<file path="config.mk">
export PLATFORM = sky130hd
export DESIGN_NAME = gridworld_monitor
export DESIGN_NICKNAME = d
export VERILOG_FILES = /design/src/rtl/gridworld_monitor.sv
export SDC_FILE = /design/constraint.sdc
export NUM_CORES = 1
export LEC_CHECK = 0
export CAP_MARGIN = 30
export CORE_UTILIZATION = 40
export CTS_BUF_LIST = sky130_fd_sc_hd__clkbuf_8 sky130_fd_sc_hd__clkbuf_16
export CTS_CLUSTER_DIAMETER = 100
export DETAILED_ROUTE_END_ITERATION = 8
export PLACE_DENSITY = 0.66
export SLEW_MARGIN = 20
export SYNTH_ARGS = -nofsm -noshare
export SYNTH_HDL_FRONTEND = slang
export SYNTH_SLANG_ARGS = --single-unit
export TNS_END_PERCENT = 5
</file>
<file path="constraint.sdc">
create_clock -name clk -period 2.45 [get_ports clk]
set_input_delay 0.6125 -clock clk [delete_from_list [all_inputs] [get_ports clk]]
set_output_delay 0.6125 -clock clk [all_outputs]
set_load 0.01 [all_outputs]
</file>
<file path="src/rtl/gridworld_monitor.sv">
// Gridworld agent stepper with online task monitor and sticky verdict.
// Define GW_WRAP_EN for toroidal edges; default build saturates at 0/MAX.
module gridworld_monitor #(
    parameter int COORD_W = 3,
    parameter int HORIZON = 48,
    parameter int CNT_W   = $clog2(HORIZON + 1)
) (
    input  logic               clk,
    input  logic               rst,
    input  logic               start,
    input  logic [COORD_W-1:0] x0,
    input  logic [COORD_W-1:0] y0,
    input  logic [2:0]         act,
    input  logic               act_valid,
    output logic               act_ready,
    output logic [COORD_W-1:0] pos_x,
    output logic [COORD_W-1:0] pos_y,
    output logic [3:0]         colors,
    output logic [CNT_W-1:0]   step_cnt,
    output logic               done,
    output logic [1:0]         verdict
);

    typedef enum logic [1:0] {
        S_IDLE = 2'd0,
        S_RUN  = 2'd1,
        S_DONE = 2'd2
    } state_t;

    localparam logic [1:0] V_RUN  = 2'd0;
    localparam logic [1:0] V_SAT  = 2'd1;
    localparam logic [1:0] V_VIOL = 2'd2;

    localparam logic [COORD_W-1:0] ZERO_C = '0;
    localparam logic [COORD_W-1:0] ONE_C  = COORD_W'(1);
    localparam logic [COORD_W-1:0] TWO_C  = COORD_W'(2);
    localparam logic [COORD_W-1:0] MAX_C  = '1;
    localparam logic [COORD_W-1:0] MAXM1  = MAX_C - ONE_C;
    localparam logic [COORD_W-1:0] MAXM2  = MAX_C - TWO_C;
    localparam logic [COORD_W-1:0] H_C    = {1'b1, {(COORD_W-1){1'b0}}};
    localparam logic [COORD_W-1:0] HM1    = H_C - ONE_C;
    localparam logic [COORD_W-1:0] HP1    = H_C + ONE_C;
    localparam logic [CNT_W-1:0]   HOR_C  = CNT_W'(HORIZON);

    state_t             state_q, state_d;
    logic [COORD_W-1:0] px_q, px_d;
    logic [COORD_W-1:0] py_q, py_d;
    logic [3:0]         col_q, col_d;
    logic [CNT_W-1:0]   cnt_q, cnt_d;
    logic               bs_q, bs_d;
    logic [1:0]         verd_q, verd_d;

    logic               x_inc, x_dec, y_inc, y_dec;
    logic [COORD_W-1:0] nx, ny;
    logic [3:0]         ncol;
    logic [CNT_W-1:0]   ncnt;
    logic [1:0]         nverd;
    logic               nbs;

    // Region sensing: returns {blue, yellow, brown, red} for a cell.
    function automatic logic [3:0] sense(
        input logic [COORD_W-1:0] x,
        input logic [COORD_W-1:0] y
    );
        logic x_edge, y_edge, x_in, y_in, x_mid, y_band;
        logic yel, brn, blu, red;
        x_edge = (x == ZERO_C) || (x == MAX_C);
        y_edge = (y == ZERO_C) || (y == MAX_C);
        x_in   = (x >= TWO_C) && (x <= MAXM2);
        y_in   = (y >= TWO_C) && (y <= MAXM2);
        x_mid  = (x == HM1) || (x == H_C);
        y_band = (y == H_C) || (y == HP1);
        yel    = x_edge && y_edge;
        brn    = x_in && y_edge;
        blu    = x_mid && y_in;
        red    = (((x == ONE_C) || (x == MAXM1)) &&
                  ((y <= ONE_C) || y_band)) ||
                 (x_edge && ((y == ONE_C) || y_band));
        return {blu, yel, brn, red};
    endfunction

    // One axis of motion; edge handling selected at build time.
    function automatic logic [COORD_W-1:0] step_axis(
        input logic [COORD_W-1:0] v,
        input logic               inc,
        input logic               dec
    );
        logic [COORD_W-1:0] r;
        r = v;
`ifdef GW_WRAP_EN
        if (inc) r = v + ONE_C;
        else if (dec) r = v - ONE_C;
`else
        if (inc && (v != MAX_C)) r = v + ONE_C;
        else if (dec && (v != ZERO_C)) r = v - ONE_C;
`endif
        return r;
    endfunction

    // State and datapath registers.
    always_ff @(posedge clk or posedge rst) begin
        if (rst) begin
            state_q <= S_IDLE;
            px_q    <= '0;
            py_q    <= '0;
            col_q   <= '0;
            cnt_q   <= '0;
            bs_q    <= 1'b0;
            verd_q  <= V_RUN;
        end else begin
            state_q <= state_d;
            px_q    <= px_d;
            py_q    <= py_d;
            col_q   <= col_d;
            cnt_q   <= cnt_d;
            bs_q    <= bs_d;
            verd_q  <= verd_d;
        end
    end

    // Candidate step: decode, move, sense and evaluate the monitor.
    always_comb begin
        x_inc = 1'b0;
        x_dec = 1'b0;
        y_inc = 1'b0;
        y_dec = 1'b0;
        unique case (act)
            3'd0: y_inc = 1'b1;
            3'd1: begin x_inc = 1'b1; y_inc = 1'b1; end
            3'd2: x_inc = 1'b1;
            3'd3: begin x_inc = 1'b1; y_dec = 1'b1; end
            3'd4: y_dec = 1'b1;
            3'd5: begin x_dec = 1'b1; y_dec = 1'b1; end
            3'd6: x_dec = 1'b1;
            3'd7: begin x_dec = 1'b1; y_inc = 1'b1; end
            default: ;
        endcase
        nx    = step_axis(px_q, x_inc, x_dec);
        ny    = step_axis(py_q, y_inc, y_dec);
        ncol  = sense(nx, ny);
        ncnt  = cnt_q + CNT_W'(1);
        nverd = V_RUN;
        nbs   = bs_q;
        if (ncol[0]) begin
            nverd = V_VIOL;
        end else if (ncol[1] && !bs_q) begin
            nverd = V_VIOL;
        end else if (ncol[1]) begin
            nverd = V_SAT;
        end else if (ncol[3]) begin
            nbs = 1'b1;
        end
        // Running out of steps without a decision is a failure.
        if ((nverd == V_RUN) && (ncnt == HOR_C)) begin
            nverd = V_VIOL;
        end
    end

    // Next-state selection: start wins over any same-cycle handshake.
    always_comb begin
        state_d = state_q;
        px_d    = px_q;
        py_d    = py_q;
        col_d   = col_q;
        cnt_d   = cnt_q;
        bs_d    = bs_q;
        verd_d  = verd_q;
        if (start) begin
            state_d = S_RUN;
            px_d    = x0;
            py_d    = y0;
            col_d   = sense(x0, y0);
            cnt_d   = '0;
            bs_d    = 1'b0;
            verd_d  = V_RUN;
        end else if ((state_q == S_RUN) && act_valid) begin
            px_d   = nx;
            py_d   = ny;
            col_d  = ncol;
            cnt_d  = ncnt;
            bs_d   = nbs;
            verd_d = nverd;
            if (nverd != V_RUN) begin
                state_d = S_DONE;
            end
        end
    end

    // Outputs are pure functions of the registered state.
    always_comb begin
        act_ready = (state_q == S_RUN);
        done      = (state_q == S_DONE);
        pos_x     = px_q;
        pos_y     = py_q;
        colors    = col_q;
        step_cnt  = cnt_q;
        verdict   = verd_q;
    end

endmodule

</file>
==> impl_metrics.toml <==
[cells_and_area]
area_growth_syn_to_layout_pct = 33.33
final_util = 0.5740
mostFrequentLayoutCells = "clkdlybuf4s50_1, nand2_1, buf_4"
mostFrequentLayoutCell = "clkdlybuf4s50_1"
drive_above_1_share = 0.1932
finalNetCount = 289
antenna_cells = 0
instances_no_fill = 314

[detailed_routing]
drtIter0Drc = 74
wl_met3_um = 95
ant_nets = 0
vias_per_cell = 5.373
dr_wl_met2_um = 1987
wl_per_cell_um = 13.33
vias = 1687
drc = 0
highest_layer = "met3"
dr.pass1.iters = 4
wl_met1_um = 2103
totalWireLength_um = 4187

[sta]
max_freq_ghz = 0.4257
setup-violations-final = 0
finalCriticalPeriod_ps = 2349
fin_skew_ps = 8.046
slew_headroom = 0.7086
rsz0062_at_grt = "yes"
finalHoldViolCount = 0
tns_ps = 0
maxSlewViolCount = 0
worstMarginPinSlew_ps = 436.1
min_period_over_period = 0.9587

[clock_network]
htree_levels = 1
cts.sinks = 21
clk_latency_ps = 270
cts-root-buf = "clkbuf_8"
clk_pin_slew_ps = 80
clockBufferDepth = 2
hold_buffers = 0
cts_tree = "done"
cts_buffers = 3

[setup_path]
cp_data_required_time_ps = 2610
r2r_start = "pos_y[0]$_DFFE_PP0P_"
cp.arrival_ps = 2510
cp_max_fo = 6
crit_path_max_incr_delay_ps = 330
cp-end-kind = "flop"
critPathTopFamily = "compound AO/OA/AOI/OAI gates"
path_class = "in -> reg"
cp_cell_sequence = "dlygate4sd2_1 > nand3b_1 > a21o_1 > a311oi_4 > nand3_2 > mux2i_4 > a2111oi_2 > a211o_1"
start_kind = "input pin"
crit_buf_inv = 1
crit_start = "act[2]"
cp_slowest_cell = "a311oi_4"

[synth]
syn-cell-area_sq_um = 1772
ys_ff_latch = 21
synth-edff-count = 0
yosys-top-cells-area = "dfrtp_1, ha_1, nand2_1"
synth-async-reset-ratio = 1.000
synth-main-ff-cell = "dfrtp_1"
yosysUniqueCellTypes = 48
yosysWarnings = 0
yosysTopAreaCell = "dfrtp_1"
seq_area_frac_synth = 0.2966
synth_fp_nets = 241
postSynthCellCount = 217
syn_avg_cell_area_sq_um = 8.165
synth_top_area_frac = 0.2966

[global_routing]
grt_max_degree = 32
grt_remaining_overflow = 0
antenna_found_initial = 0
grt_pass1_wl_um = 6900
grt_usage = 0.1944
grt_pass1_vias = 1558

[floorplanning]
die_w_um = 68.55
rows = 23
start_util = 0.4305
pin_count = 33
die_area_sq_um = 4699
coreArea_sq_um = 4115
die_h_um = 68.55

[placed_design]
dp.cells = 309
gp_congestion = 0.8151
port_buffers = 32
dpl.hpwl_um = 3163

[power]
power-per-cell-area_nw_per_um2 = 770.5
p_leak_nw = 1.018
vdd_drop_max_mv = 0.3461

[outcome]
run_status = "finished, final reports clean"

[run]
max_cap_violations = 0

[min_path]
min_path_type = "reg -> reg"
hold_start = "bs_q$_DFFE_PP0P_"
==> worst paths after layout <==
kind | endpoint | slack, ps | depth (start not counted)
setup / recovery | state_q[0]$_DFFE_PP0P_ | 100 | 8
hold / removal | bs_q$_DFFE_PP0P_ | 520 | 2
setup reg to reg | state_q[0]$_DFFE_PP0P_ | 140 | 8
hold reg to reg | bs_q$_DFFE_PP0P_ | 520 | 2
max in group asynchronous | pos_x[1]$_DFFE_PP0P_ | 1530 | 3
min in group asynchronous | verdict[1]$_DFFE_PP0P_ | 670 | 3
==> cells by family (layout without fill, tap and decap cells) <==
| logic type | after synthesis | after routing | share of synthesized area |
|---|---|---|---|
| fa+ha+maj | 11 | 11 | 0.07768 |
| flops | 21 | 21 | 0.2966 |
| simple gates | 84 | 84 | 0.2366 |
| buf+inv | 23 | 70 | 0.05367 |
| mux | 7 | 7 | 0.04661 |
| compound gates | 60 | 60 | 0.2345 |
| xor+xnor | 11 | 11 | 0.05438 |
==> cell type report <==
type | count | area (sq um)
Clock buffer | 3 | 41.29
Tap cell | 50 | 62.56
Multi-Input combinational cell | 173 | 1202
Timing Repair Buffer | 54 | 478.0
Inverter | 12 | 45.04
Fill cell | 377 | 1753
Clock inverter | 1 | 5.005
Sequential cell | 21 | 528.0
==> per-layer routing <==
layer | up-vias | track usage
li1 | 864 | -
met1 | 791 | 0.2753
met2 | 32 | 0.3100
met3 | 0 | 0.03947
met4 | 0 | 0.02604
met5 | - | 0
==> what timing repair did <==
| action | CTS | global route |
|---|---|---|
| gates cloned | 0 | 0 |
| pin swaps | 5 | 4 |
| buffers inserted | 1 | 0 |
| endpoints found under the hold margin | 0 | 0 |
| gates resized for setup | 13 | 7 |
| endpoints found under the setup margin | 7 | 7 |
==> report_power, final <==
| part | switching [W] | total, W | internal, W |
|---|---|---|---|
| clock | 0.000120 | 0.000234 | 0.000114 |
| sequential | 0.0000605 | 0.000475 | 0.000414 |
| combinational | 0.000562 | 0.00111 | 0.000549 |
==> tightest hold or removal path, stage by stage (launching register included) <==
cell and delay [ps]:
dfrtp_1 380, inv_1 50, a21oi_1 50
==> synth_stat cells (5+ instances only) <==
cell      count
nand3_1       8
mux2i_1       6
nor3_1        6
clkbuf_1      8
a211oi_1      5
o21ai_0      13
xor2_1        6
ha_1         11
xnor2_1       5
inv_1        12
dfrtp_1      21
nand2_1      24
nor2_1       18
a21oi_1      17
==> sequential cells by signal, summed over array words and instances, names as in the netlist <==
name      flops
state_q       2
bs_q          1
pos_y         3
step_cnt      6
verdict       2
pos_x         3
colors        4
==> per-stage QoR <==
| step | setup WS, ps | power, W | hold slack [ps] | cell area (sq um) |
|---|---|---|---|---|
| 6_report | 101.1 | 0.001820 | 517.4 | 2362 |
| 5_1_grt | -14.93 | 0.001959 | 552.9 | 2362 |
| 4_1_cts | 25.03 | 0.001817 | 518.5 | 2355 |
| 3_5_place_dp | -481.3 | 0.001519 | 503.2 | 2267 |
| 3_3_place_gp | -420.3 | 0.001503 | 500.3 | 2267 |
| 2_1_floorplan | 28.39 | 0.001129 | 482.7 | 1777 |
Note: power is estimated with default switching activity, not from simulation.
